<file path="src/rtl/malu_iter_pkg.sv">
// Shared definitions for the iterative multiply/divide unit and the EXC stage that drives it.
// The divider datapath is compiled in only when MALU_DIV_EN is defined.
package malu_iter_pkg;

    localparam int unsigned XLEN = 64;
    localparam int unsigned CntW = $clog2(XLEN);

    typedef enum logic [1:0] {
        StIdle,
        StBusy,
        StDone
    } malu_state_t;

    typedef logic [XLEN-1:0]   malu_word_t;
    typedef logic [2*XLEN-1:0] malu_result_t;

    // An operand counts as negative only when it is declared signed.
    function automatic logic malu_is_neg(input malu_word_t x, input logic is_signed);
        return is_signed & x[XLEN-1];
    endfunction

endpackage

</file>
<file path="src/rtl/malu_iter_if.sv">
// Start/ready handshake between the EXC pipeline stage (master) and malu_iter (slave).
interface malu_iter_if;
    import malu_iter_pkg::*;

    logic         start;
    logic         div_sel;
    malu_word_t   a;
    malu_word_t   b;
    logic         signed_a;
    logic         signed_b;
    malu_result_t result;
    logic         ready;

    modport master (
        output start, div_sel, a, b, signed_a, signed_b,
        input  result, ready
    );

    modport slave (
        input  start, div_sel, a, b, signed_a, signed_b,
        output result, ready
    );

endinterface

</file>
<file path="src/rtl/malu_iter_signfix.sv">
// Combinational sign handling: either one full-width conditional negate, or two independent
// half-width conditional negates (used for {|a|,|b|} on entry and {rem,quo} on exit).
module malu_iter_signfix
    import malu_iter_pkg::*;
(
    input  malu_result_t val_i,
    input  logic         wide_i,
    input  logic         neg_hi_i,
    input  logic         neg_lo_i,
    output malu_result_t val_o
);

    malu_word_t hi;
    malu_word_t lo;

    always_comb begin
        hi = val_i[2*XLEN-1:XLEN];
        lo = val_i[XLEN-1:0];
        if (wide_i) begin
            val_o = neg_lo_i ? -val_i : val_i;
        end else begin
            val_o = {(neg_hi_i ? -hi : hi), (neg_lo_i ? -lo : lo)};
        end
    end

endmodule

</file>
<file path="src/rtl/malu_iter.sv">
// Iterative radix-2 64-bit multiply/divide responder for the EXC stage.
// Restoring divider present only when MALU_DIV_EN is defined; otherwise divides return 0.
module malu_iter
    import malu_iter_pkg::*;
(
    input  logic        clk,
    input  logic        rst_n,
    malu_iter_if.slave  mif
);

    malu_state_t     state_q, state_d;
    logic [CntW-1:0] count_q, count_d;
    malu_result_t    acc_q, acc_d;
    malu_word_t      dvsr_q, dvsr_d;
    logic            neg_a_q, neg_a_d;
    logic            neg_b_q, neg_b_d;
    malu_result_t    result_q, result_d;
    logic            ready_q, ready_d;

    malu_result_t    op_abs;
    malu_result_t    step_acc;
    malu_result_t    fixed_res;
    logic            exit_wide;

    malu_iter_signfix u_entry_fix (
        .val_i    ({mif.a, mif.b}),
        .wide_i   (1'b0),
        .neg_hi_i (malu_is_neg(mif.a, mif.signed_a)),
        .neg_lo_i (malu_is_neg(mif.b, mif.signed_b)),
        .val_o    (op_abs)
    );

`ifdef MALU_DIV_EN
    logic            div_q, div_d;
    logic [XLEN+1:0] add_x, add_y, add_sum;

    // One adder: multiplicand add for MUL, 65-bit trial subtract (x + ~y + 1) for DIV.
    always_comb begin
        add_x   = div_q ? {1'b0, acc_q[2*XLEN-1:XLEN-1]} : {2'b00, acc_q[2*XLEN-1:XLEN]};
        add_y   = div_q ? ~{2'b00, dvsr_q} : {2'b00, dvsr_q};
        add_sum = add_x + add_y + {{(XLEN+1){1'b0}}, div_q};
        if (div_q) begin
            step_acc = add_sum[XLEN+1] ? {acc_q[2*XLEN-2:0], 1'b0}
                                       : {add_sum[XLEN-1:0], acc_q[XLEN-2:0], 1'b1};
        end else begin
            step_acc = acc_q[0] ? {add_sum[XLEN:0], acc_q[XLEN-1:1]}
                                : {1'b0, acc_q[2*XLEN-1:1]};
        end
    end

    assign exit_wide = ~div_q;
`else
    logic [XLEN:0] add_sum;

    assign add_sum   = {1'b0, acc_q[2*XLEN-1:XLEN]} + {1'b0, dvsr_q};
    assign step_acc  = acc_q[0] ? {add_sum, acc_q[XLEN-1:1]} : {1'b0, acc_q[2*XLEN-1:1]};
    assign exit_wide = 1'b1;
`endif

    // Product negates as a whole; quotient follows sign XOR, remainder follows the dividend.
    malu_iter_signfix u_exit_fix (
        .val_i    (step_acc),
        .wide_i   (exit_wide),
        .neg_hi_i (neg_a_q),
        .neg_lo_i (neg_a_q ^ neg_b_q),
        .val_o    (fixed_res)
    );

    always_comb begin
        state_d  = state_q;
        count_d  = count_q;
        acc_d    = acc_q;
        dvsr_d   = dvsr_q;
        neg_a_d  = neg_a_q;
        neg_b_d  = neg_b_q;
        result_d = result_q;
        ready_d  = 1'b0;
`ifdef MALU_DIV_EN
        div_d    = div_q;
`endif
        unique case (state_q)
            StIdle: begin
                if (mif.start) begin
                    neg_a_d = malu_is_neg(mif.a, mif.signed_a);
                    neg_b_d = malu_is_neg(mif.b, mif.signed_b);
                    count_d = '0;
                    if (mif.div_sel) begin
`ifdef MALU_DIV_EN
                        div_d  = 1'b1;
                        acc_d  = {{XLEN{1'b0}}, op_abs[2*XLEN-1:XLEN]};
                        dvsr_d = op_abs[XLEN-1:0];
                        if (mif.b == '0) begin
                            result_d = {mif.a, {XLEN{1'b1}}};
                            state_d  = StDone;
                            ready_d  = 1'b1;
                        end else begin
                            state_d  = StBusy;
                        end
`else
                        result_d = '0;
                        state_d  = StDone;
                        ready_d  = 1'b1;
`endif
                    end else begin
`ifdef MALU_DIV_EN
                        div_d   = 1'b0;
`endif
                        acc_d   = {{XLEN{1'b0}}, op_abs[XLEN-1:0]};
                        dvsr_d  = op_abs[2*XLEN-1:XLEN];
                        state_d = StBusy;
                    end
                end
            end
            StBusy: begin
                if (!mif.start) begin
                    // Pipeline flush: abandon silently, result keeps its old value.
                    state_d = StIdle;
                end else begin
                    acc_d   = step_acc;
                    count_d = count_q + 1'b1;
                    if (count_q == CntW'(XLEN - 1)) begin
                        result_d = fixed_res;
                        state_d  = StDone;
                        ready_d  = 1'b1;
                    end
                end
            end
            StDone: begin
                state_d = StIdle;
            end
            default: begin
                state_d = StIdle;
            end
        endcase
    end

    always_ff @(posedge clk or negedge rst_n) begin
        if (!rst_n) begin
            state_q  <= StIdle;
            count_q  <= '0;
            acc_q    <= '0;
            dvsr_q   <= '0;
            neg_a_q  <= 1'b0;
            neg_b_q  <= 1'b0;
            result_q <= '0;
            ready_q  <= 1'b0;
`ifdef MALU_DIV_EN
            div_q    <= 1'b0;
`endif
        end else begin
            state_q  <= state_d;
            count_q  <= count_d;
            acc_q    <= acc_d;
            dvsr_q   <= dvsr_d;
            neg_a_q  <= neg_a_d;
            neg_b_q  <= neg_b_d;
            result_q <= result_d;
            ready_q  <= ready_d;
`ifdef MALU_DIV_EN
            div_q    <= div_d;
`endif
        end
    end

    assign mif.result = result_q;
    assign mif.ready  = ready_q;

endmodule

</file>
<file path="src/flat_wrapper.sv">
// flat-port wrapper written by rule: the top's interface ports become plain ports
module malu_iter_flat import malu_iter_pkg::*;
  (clk, rst_n, mif_start, mif_div_sel, mif_a, mif_b, mif_signed_a, mif_signed_b, mif_result, mif_ready);
  malu_iter_if mif_i ();
  input  logic clk;
  input  logic rst_n;
  input wire logic [$bits(mif_i.start)-1:0] mif_start;
  input wire logic [$bits(mif_i.div_sel)-1:0] mif_div_sel;
  input wire logic [$bits(mif_i.a)-1:0] mif_a;
  input wire logic [$bits(mif_i.b)-1:0] mif_b;
  input wire logic [$bits(mif_i.signed_a)-1:0] mif_signed_a;
  input wire logic [$bits(mif_i.signed_b)-1:0] mif_signed_b;
  output wire logic [$bits(mif_i.result)-1:0] mif_result;
  output wire logic [$bits(mif_i.ready)-1:0] mif_ready;
  assign mif_i.start = mif_start;
  assign mif_i.div_sel = mif_div_sel;
  assign mif_i.a = mif_a;
  assign mif_i.b = mif_b;
  assign mif_i.signed_a = mif_signed_a;
  assign mif_i.signed_b = mif_signed_b;
  assign mif_result = mif_i.result;
  assign mif_ready = mif_i.ready;
  malu_iter u_core (.clk(clk), .rst_n(rst_n), .mif(mif_i));
endmodule
</file>
<file path="config.mk">
export PLATFORM = sky130hd
export DESIGN_NAME = malu_iter_flat
export DESIGN_NICKNAME = d
export VERILOG_FILES = /design/src/rtl/malu_iter_pkg.sv /design/src/rtl/malu_iter_if.sv /design/src/rtl/malu_iter_signfix.sv /design/src/rtl/malu_iter.sv /design/src/flat_wrapper.sv
export SDC_FILE = /design/constraint.sdc
export NUM_CORES = 1
export LEC_CHECK = 0
export CAP_MARGIN = 20
export CORE_ASPECT_RATIO = 1.5
export CORE_MARGIN = 2
export CORE_UTILIZATION = 45
export DETAILED_ROUTE_END_ITERATION = 16
export PLACE_DENSITY = 0.69
export SYNTH_ARGS = -nofsm -noshare
export SYNTH_HDL_FRONTEND = slang
export SYNTH_SLANG_ARGS = --single-unit
</file>
<file path="constraint.sdc">
create_clock -name clk -period 4 [get_ports clk]
set_input_delay 0.8 -clock clk [delete_from_list [all_inputs] [get_ports clk]]
set_output_delay 0.8 -clock clk [all_outputs]
set_load 0.005 [all_outputs]
</file>
==> results.py <==
metrics = {
    "drt": {
        "antenna_left": 0,
        "drt-initial-drc-count": 2079,
        "wl_um": 96800,
        "wl_per_cell_um": 21.1,
        "firstDrtPassIters": 8,
        "drc_errors": 0,
        "vias": 27089,
        "viasPerCell": 5.90,
    },
    "final_layout": {
        "fillers": 4391,
        "multiInputGateArea_um2": 16100,
        "register_area_um2": 8290,
        "nets": 4086,
        "layout-drive-gt1-share_pct": 25.4,
        "postLayoutCoreUtil_pct": 66.2,
        "syn_to_final_growth_pct": 45.4,
        "final_cells": 4590,
        "antenna_cells": 0,
        "design_area_um2": 34900,
    },
    "die": {
        "die_width_um": 193,
        "io_pins": 263,
        "coreArea_um2": 52700,
        "start_util_pct": 45.5,
        "die_h_um": 287,
        "die_area_um2": 55200,
        "num_rows": 103,
    },
    "global_route": {
        "grt.total_usage_pct": 34.2,
        "grt_pass1_vias": 26863,
        "grt_overflow": 0,
        "antenna_found_initial": 1,
        "grt_start_max_net_pins": 120,
        "grt_pass1_wl_um": 148000,
    },
    "synthesis": {
        "synth_top_area_cell": "dfrtp_1",
        "syn-num-nets": 3236,
        "netlist_area_um2": 24000,
        "ys_types": 101,
        "synth-edff-count": 0,
        "async_flop_share_pct": 100,
        "ys_top_cells_by_area": "dfrtp_1, o21ai_0, nand2_1, xor2_1, a21oi_1",
        "ys_ff_latch": 331,
        "synthFlopType": "dfrtp_1",
        "synth-warning-count": 0,
        "yosysMostFrequentCell": "nand2_1",
        "yosys.area.top_type_share_pct": 34.5,
        "syn_avg_cell_area_um2": 7.91,
        "synthTopCellsByCount": "nand2_1, o21ai_0, dfrtp_1",
        "syn_inst": 3033,
        "yosysSeqAreaShare_pct": 34.5,
    },
    "power_and_ir_drop": {
        "p_per_area_nw_per_um2": 471,
        "pwr-share-comb_pct": 52.6,
        "p_switching_uw": 6720,
        "pwr-share-clk_pct": 21.2,
        "p_int_uw": 9710,
        "seq_power_share_pct": 26.2,
        "switching_share_pct": 40.9,
        "p_leak_uw": 0.0152,
        "ir_drop_mv": 0.298,
    },
    "timing": {
        "post-route-period-util_pct": 112,
        "clock_skew_ns": 0.0304,
        "min_period_ns": 4.46,
        "fin_ws_ns": -0.461,
        "fmax_ghz": 0.224,
        "tightest_slew_ns": 1.06,
        "hold_viol": 0,
        "drv_slew": 0,
        "slew_headroom_pct": 29.2,
        "setup-violations-final": 33,
        "rsz0062_at_grt": "true",
    },
    "clock_tree": {
        "cts_tree": "yes",
        "cts_max_path_buffers": 3,
        "clock_latency_ns": 0.57,
        "ctsRootBufferMaster": "clkbuf_16",
        "cts_buffers": 35,
        "htreeDepth": 2,
        "cts_sinks": 331,
        "clk_pin_slew_ns": 0.07,
        "hold_buffers": 0,
    },
    "setup_path": {
        "cpPeakStageDelay_ns": 0.52,
        "r2r-start": "u_core.acc_q[93]$_DFFE_PN0P_",
        "critPathSlowestCell": "or4b_4",
        "cp_data_arrival_time_ns": 4.89,
        "worst-endpoint-required_ns": 4.43,
        "reg2reg_slack_ns": -0.46,
        "cp_cell_sequence": "ha_4, buf_4, nand4_1, nor4_2, buf_4, a21o_1, o21a_2, or4_4, a31oi_4, or4b_4, nor4_4, buf_4, and3_4, nand4_1, o2111a_1, or3_1",
        "cp-end-kind": "flop",
        "reg2reg_depth": 16,
        "cp_common_cell": "buf_4",
        "timing.rr.end": "u_core.mif.result[126]$_DFFE_PN0P_",
        "startpoint_type": "flop",
        "critPathMaxFanout": 4,
        "critical_path_class": "flop to flop",
    },
    "placement": {
        "place_hpwl_um": 74000,
        "dpl.cell_count": 4480,
        "place_congestion": 1.02,
        "pre_cts_slack_ns": -0.788,
        "portBuffers": 262,
        "placed_cell_area_um2": 32200,
    },
    "outcome": {
        "outcome": "finished, violations left",
        "violations": "negative setup slack",
    },
    "flow_run": {
        "cap_viol_max_count": 0,
    },
    "hold_path": {
        "hold_path_class": "input port to asynchronous set/reset pin",
    },
}
stage by stage:
step / TNS [ns] / hold WS [ns] / power (uW)
2_1_floorplan: -1.65 / 0.453 / 8390
3_3_place_gp: -28.47 / 0.469 / 11900
3_5_place_dp: -30.78 / 0.471 / 12000
4_1_cts: -6.48 / 0.274 / 16000
5_1_grt: -14.28 / 0.300 / 17200
6_report: -9.66 / 0.239 / 16400
critical path, delay by kind of cell, from the launching register on:
kind                       cells  cell delay (ns)
AOI/OAI and AO/OA              4             0.92
adders and majority gates      1             0.25
buffers and inverters          3             0.47
DFF                            1             0.45
and+or+nand+nor                8             2.23
power groups by stage:
stage,clock network [uW],registers [uW],logic [uW]
after floorplan,0,4170,4230
after global placement,0,4270,7630
after detailed placement,0,4290,7750
after CTS,3520,4270,8240
after global routing,3630,4350,9270
final,3490,4300,8640
per-layer routing:
metal  share of wire, %  GRT usage (%)  wire length [um]  vias to the layer above
met5                  0              0                 0                        -
met1                 40           42.1             38900                    13162
met3                5.8           4.09              5580                      289
li1                   -              -                 -                    12638
met4                6.1           18.2              5920                        0
met2                 48           58.3             46500                     1000
cell type report:
| type | count | share of cell area, % |
|---|---|---|
| multi-input cells | 2486 | 46.1 |
| repair buffers | 986 | 23.8 |
| flip-flops and latches | 331 | 23.8 |
| clock buffers | 51 | 2.97 |
| well taps | 682 | 2.45 |
| inverters | 43 | 0.463 |
| clock inverters | 11 | 0.437 |
worst max path at each step:
| stage | from | to | slack (ns) | cells after the start |
|---|---|---|---|---|
| final | u_core.acc_q[93]$_DFFE_PN0P_ | u_core.mif.result[126]$_DFFE_PN0P_ | -0.46 | 16 |
| after global routing | u_core.acc_q[93]$_DFFE_PN0P_ | u_core.mif.result[127]$_DFFE_PN0P_ | -0.55 | 17 |
| after CTS | u_core.dvsr_q[2]$_DFFE_PN0P_ | u_core.mif.result[113]$_DFFE_PN0P_ | -0.33 | 16 |
| after detailed placement | mif_b[21] | u_core.acc_q[61]$_DFFE_PN0P_ | -0.79 | 15 |
| after global placement | mif_b[21] | u_core.acc_q[61]$_DFFE_PN0P_ | -0.75 | 15 |
| after floorplan | u_core.acc_q[64]$_DFFE_PN0P_ | u_core.mif.result[126]$_DFFE_PN0P_ | -0.16 | 15 |
kinds of logic (layout without fill, tap and decap cells):
kind of cell / after synthesis / after routing / share of synthesized area (%)
DFF: 331 / 331 / 34.5
xor gates and xnor gates: 262 / 262 / 9.56
and+or+nand+nor: 1116 / 1117 / 21.8
buffers and inverters: 217 / 1091 / 3.51
muxes: 35 / 35 / 1.50
AOI/OAI and AO/OA: 1003 / 1003 / 25.4
adders and majority gates: 69 / 69 / 3.63
placed cells by master (no fill, tap or decap), types with 69 or more instances in the layout:
| cell type | n |
|---|---|
| a21oi_1 | 225 |
| nor3_1 | 69 |
| o21ai_0 | 388 |
| xnor2_1 | 107 |
| dfrtp_1 | 325 |
| nand2_1 | 479 |
| xor2_1 | 149 |
| clkdlybuf4s50_1 | 253 |
| nor2_1 | 223 |
| buf_4 | 689 |
sequential cells by signal, indices dropped and copies added (netlist names):
| name | flops |
|---|---|
| u_core.acc_q | 128 |
| u_core.count_q | 6 |
| u_core.dvsr_q | 64 |
| u_core.mif.ready | 1 |
| u_core.mif.result | 128 |
| u_core.neg_a_q | 1 |
| u_core.neg_b_q | 1 |
| u_core.state_q | 2 |
what timing repair did:
| item | CTS | global route |
|---|---|---|
| buffers inserted | 27 | 20 |
| gates cloned | 1 | 0 |
| pin swaps | 47 | 56 |
| endpoints found under the setup margin | 51 | 54 |
| gates resized for setup | 134 | 112 |
Note: power is estimated with default switching activity, not from simulation.
